File: src/rtl/contador_multi_if.sv
// Pop/read bus of the multi-channel FIFO pop counter.
// master drives pops and read requests; slave returns registered counter reads.
interface contador_multi_if #(
  parameter int unsigned N_CH  = 4,
  parameter int unsigned CNT_W = 5,
  parameter int unsigned IDX_W = 2
);
  logic [N_CH-1:0]  pop;
  logic [IDX_W-1:0] idx;
  logic             req;
  logic             req_all;
  logic             IDLE;
  logic             valid_contador;
  logic [CNT_W-1:0] contador_out;
  logic [IDX_W-1:0] idx_out;
  logic             ovf_out;
  logic             busy;

  modport master (
    output pop, idx, req, req_all, IDLE,
    input  valid_contador, contador_out, idx_out, ovf_out, busy
  );

  modport slave (
    input  pop, idx, req, req_all, IDLE,
    output valid_contador, contador_out, idx_out, ovf_out, busy
  );
endinterface

File: src/rtl/contador_multi.sv
// Per-channel FIFO pop counters with sticky overflow flags.
// Supports single reads and full sweeps, with one-cycle registered read latency.
module contador_multi #(
  parameter int unsigned N_CH        = 4,
  parameter int unsigned CNT_W       = 5,
  parameter int unsigned IDX_W       = 2,
  parameter int unsigned SAT_MODE    = 0,
  parameter int unsigned CLR_ON_READ = 0
) (
  input  logic               clk,
  input  logic               reset,
  contador_multi_if.slave    bus
);

  localparam int unsigned     PTR_W   = IDX_W + 1;
  localparam logic [CNT_W-1:0] CNT_MAX = {CNT_W{1'b1}};
  localparam logic [PTR_W-1:0] N_CH_P  = PTR_W'(N_CH);

  typedef enum logic [0:0] {S_IDLE, S_SWEEP} state_e;

  state_e           state_q, state_d;
  logic [PTR_W-1:0] ptr_q, ptr_d;

  logic [CNT_W-1:0] cnt_q [N_CH];
  logic             ovf_q [N_CH];

  logic             accept_all, accept_one, sweep_more;
  logic             samp_en;
  logic [IDX_W-1:0] samp_ch;
  logic [CNT_W-1:0] cnt_sel;
  logic             ovf_sel;

  logic             valid_q;
  logic [CNT_W-1:0] cnt_out_q;
  logic [IDX_W-1:0] idx_out_q;
  logic             ovf_out_q;

  // req_all wins over req; out-of-range single reads are dropped.
  assign accept_all = bus.IDLE && bus.req_all;
  assign accept_one = bus.IDLE && bus.req && !bus.req_all && (PTR_W'(bus.idx) < N_CH_P);
  assign sweep_more = ptr_q < N_CH_P;

  always_ff @(posedge clk) begin
    if (reset) begin
      state_q <= S_IDLE;
    end else begin
      state_q <= state_d;
    end
  end

  always_comb begin
    state_d = state_q;
    unique case (state_q)
      S_IDLE:  if (accept_all) state_d = S_SWEEP;
      S_SWEEP: if (!sweep_more) state_d = S_IDLE;
      default: state_d = S_IDLE;
    endcase
  end

  // ptr_q is the next channel a sweep will sample; channel 0 is taken on the accept edge.
  always_comb begin
    samp_en = 1'b0;
    samp_ch = '0;
    ptr_d   = ptr_q;
    unique case (state_q)
      S_IDLE: begin
        ptr_d = '0;
        if (accept_all) begin
          samp_en = 1'b1;
          samp_ch = '0;
          ptr_d   = PTR_W'(1);
        end else if (accept_one) begin
          samp_en = 1'b1;
          samp_ch = bus.idx;
        end
      end
      S_SWEEP: begin
        if (sweep_more) begin
          samp_en = 1'b1;
          samp_ch = ptr_q[IDX_W-1:0];
          ptr_d   = ptr_q + PTR_W'(1);
        end
      end
      default: ;
    endcase
  end

  always_comb begin
    cnt_sel = '0;
    ovf_sel = 1'b0;
    for (int unsigned i = 0; i < N_CH; i++) begin
      if (samp_ch == IDX_W'(i)) begin
        cnt_sel = cnt_q[i];
        ovf_sel = ovf_q[i];
      end
    end
  end

  always_ff @(posedge clk) begin
    if (reset) begin
      valid_q   <= 1'b0;
      cnt_out_q <= '0;
      idx_out_q <= '0;
      ovf_out_q <= 1'b0;
      ptr_q     <= '0;
    end else begin
      valid_q   <= samp_en;
      cnt_out_q <= samp_en ? cnt_sel : '0;
      idx_out_q <= samp_en ? samp_ch : '0;
      ovf_out_q <= samp_en ? ovf_sel : 1'b0;
      ptr_q     <= ptr_d;
    end
  end

  for (genvar g = 0; g < N_CH; g++) begin : g_ch
    logic clr_hit;
    assign clr_hit = (CLR_ON_READ != 0) && samp_en && (samp_ch == IDX_W'(g));

    // Clear-on-read loads the concurrent pop so it is not lost.
    always_ff @(posedge clk) begin
      if (reset) begin
        cnt_q[g] <= '0;
        ovf_q[g] <= 1'b0;
      end else if (clr_hit) begin
        cnt_q[g] <= CNT_W'(bus.pop[g]);
        ovf_q[g] <= 1'b0;
      end else if (bus.pop[g]) begin
        if (cnt_q[g] == CNT_MAX) begin
          ovf_q[g] <= 1'b1;
          cnt_q[g] <= (SAT_MODE != 0) ? CNT_MAX : '0;
        end else begin
          cnt_q[g] <= cnt_q[g] + CNT_W'(1);
        end
      end
    end
  end

  assign bus.valid_contador = valid_q;
  assign bus.contador_out   = cnt_out_q;
  assign bus.idx_out        = idx_out_q;
  assign bus.ovf_out        = ovf_out_q;
  assign bus.busy           = (state_q == S_SWEEP);

endmodule
File: src/flat_wrapper.sv
// flat-port wrapper written by rule: the top's interface ports become plain ports
module contador_multi_flat 
#(
  parameter int unsigned N_CH        = 4,
  parameter int unsigned CNT_W       = 5,
  parameter int unsigned IDX_W       = 2,
  parameter int unsigned SAT_MODE    = 0,
  parameter int unsigned CLR_ON_READ = 0
)
  (clk, reset, bus_pop, bus_idx, bus_req, bus_req_all, bus_IDLE, bus_valid_contador, bus_contador_out, bus_idx_out, bus_ovf_out, bus_busy);
  contador_multi_if #(.N_CH(N_CH), .CNT_W(CNT_W), .IDX_W(IDX_W)) bus_i ();
  input  logic clk;
  input  logic reset;
  input wire logic [$bits(bus_i.pop)-1:0] bus_pop;
  input wire logic [$bits(bus_i.idx)-1:0] bus_idx;
  input wire logic [$bits(bus_i.req)-1:0] bus_req;
  input wire logic [$bits(bus_i.req_all)-1:0] bus_req_all;
  input wire logic [$bits(bus_i.IDLE)-1:0] bus_IDLE;
  output wire logic [$bits(bus_i.valid_contador)-1:0] bus_valid_contador;
  output wire logic [$bits(bus_i.contador_out)-1:0] bus_contador_out;
  output wire logic [$bits(bus_i.idx_out)-1:0] bus_idx_out;
  output wire logic [$bits(bus_i.ovf_out)-1:0] bus_ovf_out;
  output wire logic [$bits(bus_i.busy)-1:0] bus_busy;
  assign bus_i.pop = bus_pop;
  assign bus_i.idx = bus_idx;
  assign bus_i.req = bus_req;
  assign bus_i.req_all = bus_req_all;
  assign bus_i.IDLE = bus_IDLE;
  assign bus_valid_contador = bus_i.valid_contador;
  assign bus_contador_out = bus_i.contador_out;
  assign bus_idx_out = bus_i.idx_out;
  assign bus_ovf_out = bus_i.ovf_out;
  assign bus_busy = bus_i.busy;
  contador_multi #(.N_CH(N_CH), .CNT_W(CNT_W), .IDX_W(IDX_W), .SAT_MODE(SAT_MODE), .CLR_ON_READ(CLR_ON_READ)) u_core (.clk(clk), .reset(reset), .bus(bus_i));
endmodule
File: config.mk
export PLATFORM = sky130hd
export DESIGN_NAME = contador_multi_flat
export DESIGN_NICKNAME = d
export VERILOG_FILES = /design/src/rtl/contador_multi_if.sv /design/src/rtl/contador_multi.sv /design/src/flat_wrapper.sv
export SDC_FILE = /design/constraint.sdc
export NUM_CORES = 1
export LEC_CHECK = 0
export BUFFER_PORTS_ARGS = -buffer_cell sky130_fd_sc_hd__buf_2
export CAP_MARGIN = 20
export CORE_MARGIN = 10
export CORE_UTILIZATION = 60
export DETAILED_ROUTE_END_ITERATION = 10
export GPL_TIMING_DRIVEN = 1
export PLACE_DENSITY = 0.86
export SLEW_MARGIN = 15
export SYNTH_ARGS = -nofsm -noshare
export SYNTH_HDL_FRONTEND = slang
export SYNTH_SLANG_ARGS = --single-unit
File: constraint.sdc
create_clock -name clk -period 2.5 [get_ports clk]
set_input_delay 0.25 -clock clk [delete_from_list [all_inputs] [get_ports clk]]
set_output_delay 0.25 -clock clk [all_outputs]
set_load 0.05 [all_outputs]
**Word level (Yosys, flattened, before mapping)**

Memory sizes are Yosys's and may differ from the RTL's.
Index checks and enable logic that the tools add are counted.

- Register bits after elaboration: 13
- Bits in writable memories: 24
- Output and inout port bits: 10
- Logic and storage cells: 109
- Memories kept: 2

Memories:

| name | depth | width | read ports | clocked after memory_dff | write ports | RTL line | text |
|---|---|---|---|---|---|---|---|
| u_core.cnt_q | 4 | 5 | 4 | 0 | 4 | contador_multi.sv:24 | `logic [CNT_W-1:0] cnt_q [N_CH];` |
| u_core.ovf_q | 4 | 1 | 4 | 0 | 4 | contador_multi.sv:25 | `logic ovf_q [N_CH];` |

- $add $sub $neg: 5
- $lt $le $gt $ge: 1
- Eq/ne operators: 8
- Mux-type cells: 67
- Bitwise operators: 14
- Reduce and logical (&&, ||, !) cells: 6

Operators with widths:

| operator | count |
|---|---|
| $mux 5 | 12 |
| $mux 1 | 47 |
| $add 5x1->5 const B | 4 |
| $eq 5x5->1 const B | 4 |
| $or 1x1->1 | 12 |
| $mux 2 | 3 |
| $pmux 3 s2 | 1 |
| $eq 2x2->1 const B | 2 |
| $pmux 1 s2 | 2 |
| $pmux 2 s2 | 1 |
| $add 3x1->3 const B | 1 |
| $logic_and 1x1->1 | 3 |
| $lt 3x3->1 const B | 1 |
| $mux 3 | 1 |
| $eq 2x1->1 const B | 1 |
| $logic_not 2->1 | 1 |
| $ne 2x2->1 const B | 1 |
| $not 1->1 | 2 |
| $reduce_or 2->1 | 1 |
| $logic_not 1->1 | 1 |

**Longest topological paths before layout**

Gate-level depths: netlist (run 1).

- Depth after elaboration: 10
- Depth in mapped cells: 6
- Depth with buffers taken out: 6

**Worst setup path before layout (run 1)**

Ideal clock, no wire load.

- Path type: register -> register
- Start point: reg u_core.state_q (netlist: u_core.bus.busy)
- End point: reg u_core.cnt_out_q[0] (netlist: u_core.bus.contador_out[0])
- Library setup time: 132 ps
- Arrival: 1,665 ps
- Required time: 2,368 ps
- Setup slack: 703 ps
- Cell stages (with the launch flop): 6
- Buffers on the path: 1
- Cell sequence: dfxtp_1 > and4bb_4 > a21o_1 > buf_6 > a221oi_1 > a211oi_1

- Longest elaborated chain between the ends: 7

RTL lines:

| element | RTL line | text |
|---|---|---|
| start, declared | contador_multi.sv:21 | `state_e state_q, state_d;` |
| start signal, assigned | contador_multi.sv:47 | `state_q <= state_d;` |
| $not 1->1 | -- |  |
| $pmux 2 s2 | contador_multi.sv:65 | `unique case (state_q)` |
| $logic_not 2->1 | contador_multi.sv:92 | `if (samp_ch == IDX_W'(i)) begin` |
| $mux 5 (4 in a row) | contador_multi.sv:92 |  |
| end signal, assigned | contador_multi.sv:108 | `cnt_out_q <= samp_en ? cnt_sel : '0;` |
| end, declared | contador_multi.sv:34 | `logic [CNT_W-1:0] cnt_out_q;` |

Parallel ways exist; a longest one is shown, timed or not.
A chain may end at the register's enable or synchronous reset.

==> reports/results.txt, run 1 <==
Data arrival time of the critical path -> 2.08 ns
Max_cap viols -> 0
Syn nets -> 179
# clock sinks -> 37
EDFF count, synth -> 23
CP Max Fanout -> 4
Max-slew violation count -> 0
Commonest non-fill, non-tap cell in the layout -> edfxtp_1
Relative slew slack -> 0.770
Synthesized area per cell -> 11.6 sq um
Min Hold Slack -> 0.193 ns
Cell Pwr Density -> 599 nW/um^2
Die area -> 5700 sq um
Worst path most repeated cell -> ha_1
GRT Util Overall -> 0.130
Status -> complete, no violations
Min Tclk post-route -> 1.89 ns
First-pass GRT wire length -> 5.58 mm
Core Box Area -> 3000 sq um
Worst path required time -> 2.69 ns
Final setup TNS -> 0 ns
Final core utilization -> 0.675
Die X -> 75.5 um
CTS buffer count -> 5
Vias/cell -> 5.80
Slowest cell on crit path -> or3b_2
Synth async-reset ratio -> 0
Skew-Pair Late Insertion Delay -> 0.33 ns
Clk slew on worst S/H paths -> 0.10 ns
Via count -> 1247
Layout cell share with drive strength beyond 1 -> 0.225
Synth unique cells -> 33
Leak -> 0.886 nW
# setup viols final -> 0
Setup crit start kind -> flip-flop
Drt pass-1 iters -> 4
Post-route ant nets -> 0
GRT overflow -> 0
Root buffer cell -> clkbuf_4
#FFs+latches synth -> 37
Worst Path Buf+Inv -> 0
DPL Wire Length -> 2.60 mm
Cell Count, Final, Fillers Out -> 215
GPL Wtd Cong -> 0.797
Placed cells -> 207
Final Hold Fails -> 0
1st-iter DRT viols -> 86
Hold crit path type -> input pin to flip-flop
Worst VDD drop -> 312 uV
Mapped cell area -> 1850 sq um
Crit-path max cell delay -> 0.48 ns
WL/cell -> 15.7 um
Die height -> 75.5 um
Syn-to-layout area delta -> 9.61%
Number of port buffers -> 20
Worst-path cell chain -> ha_1 -> and3_1 -> ha_1 -> or3b_2 -> nor2_1
Period utilisation layout -> 0.755
Largest net degree at the start of global routing -> 23
Commonest non-fill, non-tap cells in the layout -> 23 x edfxtp_1, 20 x nor2_1, 20 x buf_2
Critical Setup Path Class -> flip-flop to flip-flop
Vias in the first global route -> 1224
Seq/Total Area, Yosys -> 0.525
Initial core utilization -> 0.615
Post-synthesis cell count -> 159
Final wirelength -> 3.37 mm
Setup bufs post-CTS -> 0
Initial antenna violation count -> 0
Fmax -> 530 MHz
CTS tree -> yes
Clock Tree Buf Depth -> 2
Final net count -> 201
Ys flop type -> edfxtp_1
H-Tree Depth -> 2
Filler cell count -> 227
CTS resizes -> 0
Unrepaired setup endpoints after global routing -> false
Layout Skew -> 0.00578 ns
Hold Buf Count CTS -> 0
Largest delay share family, worst path -> simple AND/OR/NAND/NOR gates
Io pins -> 21
# diodes -> 0
# rows -> 20
Setup crit end kind -> flip-flop
Residual DRC -> 0
Synth warn -> 0
Tightest Pin Transition -> 0.344 ns
==> area by class of cell <==
cell class | count | area (sq um) | share of cell area
multi-input cells | 116 | 840 | 0.414
clock buffers | 7 | 65.1 | 0.0321
repair buffers | 20 | 100 | 0.0494
well taps | 33 | 41.3 | 0.0204
flip-flops and latches | 37 | 971 | 0.479
clock inverters | 1 | 5.00 | 0.00247
inverters | 1 | 3.75 | 0.00185
==> synth_stat cells, drive strengths merged, types with 4 or more instances <==
library cell  instances  area [sq um]
a211oi                8          60.1
a21o                  4          30.0
a21oi                 5          40.0
a221oi                4          35.0
and2                  6          37.5
and3                  6          37.5
and3b                 4          37.5
dfxtp                14           280
edfxtp               23           691
ha                    9           113
mux2i                 7          70.1
nand2                 7          26.3
nand3                 4          20.0
nor2                 20          75.1
nor2b                 4          25.0
or2                   4          25.0
xnor2                 5          43.8
xor2                  4          35.0
==> per-stage QoR <==
step,area (sq um),total power [W],setup WS [ns]
after floorplan,1850,0.000829,0.703
after detailed placement,1960,0.000873,0.647
after global placement,1960,0.000865,0.702
after global routing,2030,0.00127,0.514
after CTS,2030,0.00122,0.616
final,2030,0.00121,0.613
==> cell families (layout without fill, tap and decap cells) <==
kind of cell / after synthesis / count (layout) / share of synthesized area
simple gates: 67 / 67 / 0.211
flops: 37 / 37 / 0.525
compound gates: 24 / 24 / 0.102
fa+ha+maj: 9 / 9 / 0.0609
xor+xnor: 9 / 9 / 0.0427
mux: 7 / 7 / 0.0379
buf+inv: 6 / 29 / 0.0203
==> report_power, final <==
group	switching (W)	leakage, nW	internal (W)
clock	0.000191	0.0413	0.000163
sequential	0.0000306	0.366	0.000686
combinational	0.0000868	0.479	0.0000555
==> metal layers <==
metal  part of all wire  vias up  track usage  routed length, um
li1                   -      627            -                  -
met1               0.46      579        0.154               1540
met2               0.46       34        0.210               1540
met3              0.070        7       0.0495                237
met4              0.013        0       0.0495                 43
met5                  0        -            0                  0
==> state kept, by name (all words and copies together) (netlist names) <==
| signal | cells |
|---|---|
| u_core.bus.ovf_out | 1 |
| u_core.bus.idx_out | 2 |
| u_core.ovf_q | 4 |
| u_core.bus.valid_contador | 1 |
| u_core.ptr_q | 3 |
| u_core.bus.busy | 1 |
| u_core.bus.contador_out | 5 |
| u_core.cnt_q | 20 |
==> worst reg2reg max path: cells and delay by family, from the launching register on <==
| kind | cells | cell delay [ns] |
|---|---|---|
| and+or+nand+nor | 3 | 0.79 |
| adders and majority gates | 2 | 0.49 |
| DFF | 1 | 0.46 |
==> worst paths after layout <==
path | startpoint | endpoint | slack, ns | cells past startpoint
worst max-delay path | u_core.cnt_q[0][5]$_SDFFCE_PN0P_ | u_core.cnt_q[0][5]$_SDFFCE_PN0P_ | 0.61 | 5
worst min-delay path | bus_req_all | u_core.ptr_q[0]$_SDFFE_PP0P_ | 0.19 | 3
worst max register to register | u_core.cnt_q[0][5]$_SDFFCE_PN0P_ | u_core.cnt_q[0][5]$_SDFFCE_PN0P_ | 0.61 | 5
worst min register to register | u_core.ovf_q[2]$_DFF_P_ | u_core.ovf_q[2]$_DFF_P_ | 0.49 | 2
(Power assumes the default switching activity.)
==> inputs of run 2 (changes only) <==
--- a/config.mk
+++ b/config.mk
@@ -8,10 +8,10 @@
 export BUFFER_PORTS_ARGS = -buffer_cell sky130_fd_sc_hd__buf_2
 export CAP_MARGIN = 20
 export CORE_MARGIN = 10
-export CORE_UTILIZATION = 60
+export CORE_UTILIZATION = 52
 export DETAILED_ROUTE_END_ITERATION = 10
 export GPL_TIMING_DRIVEN = 1
-export PLACE_DENSITY = 0.86
+export PLACE_DENSITY = 0.79
 export SLEW_MARGIN = 15
 export SYNTH_ARGS = -nofsm -noshare
 export SYNTH_HDL_FRONTEND = slang
==> constraint.sdc (replaced) <==
create_clock -name clk -period 1.6 [get_ports clk]
set_input_delay 0.16 -clock clk [delete_from_list [all_inputs] [get_ports clk]]
set_output_delay 0.16 -clock clk [all_outputs]
set_load 0.05 [all_outputs]
==> run 2 against run 1 <==
The flow now finishes with violations (negative setup slack); utilization is 1.9 points higher; largest cell class unchanged; highest routed layer unchanged; cell count is 18% higher; critical endpoint is now u_core.cnt_q[0][7]$_SDFFCE_PN0P_; count of clock-buffer cells in the layout is 1 lower; register-to-register slack worse by 0.64 ns.
==> reports/results.txt, run 2 (synthesis gave the netlist of run 1 again) <==
Hold crit path type -> input pin to flip-flop
# rows -> 21
Critical Setup Path Class -> flip-flop to flip-flop
Final Hold Fails -> 0
Status -> finished, violations left
Pwr Total -> 0.00192 W
Failing checks -> negative setup slack
Max_cap viols -> 0
Via count -> 1368
GRT Util Overall -> 0.135
Vias/cell -> 5.39
Commonest non-fill, non-tap cells in the layout -> 26 x buf_4, 23 x edfxtp_1, 20 x buf_2
Slack of the critical path -> -0.0315 ns
Final wirelength -> 4.21 mm
Max reg flops -> 20
Drt pass-1 iters -> 4
Layout Skew -> 0.00853 ns
Filler cell count -> 236
CTS tree -> yes
Hold Path End -> u_core.bus.busy$_SDFF_PP0_
Placed cells -> 235
Core Box Area -> 3390 sq um
Biggest register -> u_core.cnt_q
Commonest non-fill, non-tap cell in the layout -> buf_4
Io pins -> 21
Number of port buffers -> 20
H-Tree Depth -> 2
1st-iter DRT viols -> 132
# diodes -> 0
# setup viols final -> 6
Slowest cell on crit path -> edfxtp_1
Tightest Pin Transition -> 0.437 ns
Die height -> 79.6 um
Hold depth -> 3
Worst path depth -> 5
Initial core utilization -> 0.545
WL/cell -> 16.6 um
Worst path required time -> 1.82 ns
Hold Buf Count CTS -> 0
Crit-path max cell delay -> 0.44 ns
Min Tclk post-route -> 1.63 ns
Largest delay share family, worst path -> simple AND/OR/NAND/NOR gates
Min Hold Slack -> 0.0927 ns
Path depth of the worst reg2reg path -> 5
Final net count -> 227
Period utilisation layout -> 1.02
Root buffer cell -> clkbuf_4
Initial antenna violation count -> 0
Worst r2r src -> u_core.cnt_q[0][6]$_SDFFCE_PN0P_
Cell Pwr Density -> 815 nW/um^2
GRT overflow -> 0
Leak -> 1.00 nW
Hold path start -> bus_req_all
Layout cell share with drive strength beyond 1 -> 0.442
DPL Wire Length -> 2.90 mm
Setup crit end kind -> flip-flop
Fmax -> 613 MHz
CP Max Fanout -> 3
Syn-to-layout area delta -> 27.3%
Max-slew violation count -> 0
# clock sinks -> 37
Reg2reg end -> u_core.cnt_q[0][7]$_SDFFCE_PN0P_
GPL Wtd Cong -> 0.832
Unrepaired setup endpoints after global routing -> true
Setup crit start kind -> flip-flop
Worst-path cell chain -> ha_2 -> and3_4 -> ha_4 -> or3b_4 -> nor2_2
Residual DRC -> 0
CTS buffer count -> 5
Worst VDD drop -> 451 uV
FF-to-FF setup slack -> -0.03 ns
Die X -> 79.6 um
Die area -> 6340 sq um
Largest net degree at the start of global routing -> 23
Data arrival time of the critical path -> 1.85 ns
Clk slew on worst S/H paths -> 0.12 ns
First-pass GRT wire length -> 6.78 mm
Cell Count, Final, Fillers Out -> 254
Clock Tree Buf Depth -> 2
Worst Path Buf+Inv -> 0
Relative slew slack -> 0.709
Vias in the first global route -> 1398
Skew-Pair Late Insertion Delay -> 0.35 ns
Post-route ant nets -> 0
==> run 2: how the worst max path moves through the flow <==
stage	slack, ns	start	to
floorplan	0.003	u_core.cnt_q[1][5]$_SDFFCE_PN0P_	u_core.cnt_q[1][7]$_SDFFCE_PN0P_
global placement	0.003	u_core.cnt_q[0][6]$_SDFFCE_PN0P_	u_core.cnt_q[0][7]$_SDFFCE_PN0P_
detailed placement	-0.06	u_core.cnt_q[1][5]$_SDFFCE_PN0P_	u_core.cnt_q[1][8]$_SDFFCE_PN0P_
CTS	-0.03	u_core.cnt_q[0][5]$_SDFFCE_PN0P_	u_core.cnt_q[0][5]$_SDFFCE_PN0P_
global route	-0.05	u_core.cnt_q[0][6]$_SDFFCE_PN0P_	u_core.cnt_q[0][7]$_SDFFCE_PN0P_
finish	-0.03	u_core.cnt_q[0][6]$_SDFFCE_PN0P_	u_core.cnt_q[0][7]$_SDFFCE_PN0P_
==> run 2: layout make-up <==
type | count | area, sq um | share of cell area
clock inverter | 2 | 10.0 | 0.00426
tap | 46 | 57.6 | 0.0245
multi-input combinational | 116 | 972 | 0.413
inverter | 1 | 3.75 | 0.00160
sequential | 37 | 972 | 0.413
clock buffer | 6 | 41.3 | 0.0176
timing repair buffer | 46 | 295 | 0.126
==> run 2: worst register-to-register path: stages (launching register included) <==
cell and delay, ns:
edfxtp_1 0.44, ha_2 0.22, and3_4 0.19, ha_4 0.15, or3b_4 0.40, nor2_2 0.10
==> run 2: stage by stage <==
stage / setup WS [ns] / instance area, sq um / setup TNS (ns) / util
floorplan: 0.00255 / 1860 / 0 / -
global placement: 0.00255 / 2100 / 0 / 0.620
detailed placement: -0.0642 / 2100 / -0.439 / 0.620
CTS: -0.0346 / 2260 / -0.0725 / 0.668
global route: -0.0527 / 2350 / -0.458 / 0.694
finish: -0.0315 / 2350 / -0.132 / 0.694
==> run 2: what timing repair did <==
item / in CTS / in global routing
endpoints found under the setup margin: 18 / 20
gates resized for setup: 16 / 12
buffers inserted: 5 / 6
pin swaps: 17 / 11
==> run 2: metal layers <==
layer  track usage  share of wire
met1         0.150           0.42
met2         0.225           0.49
met3        0.0608          0.075
met4        0.0394          0.014
met5             0              0
==> run 2: where the power goes <==
part,internal [W],switching [W]
clock,0.000168,0.000318
combinational,0.000142,0.000180
sequential,0.00107,0.0000391
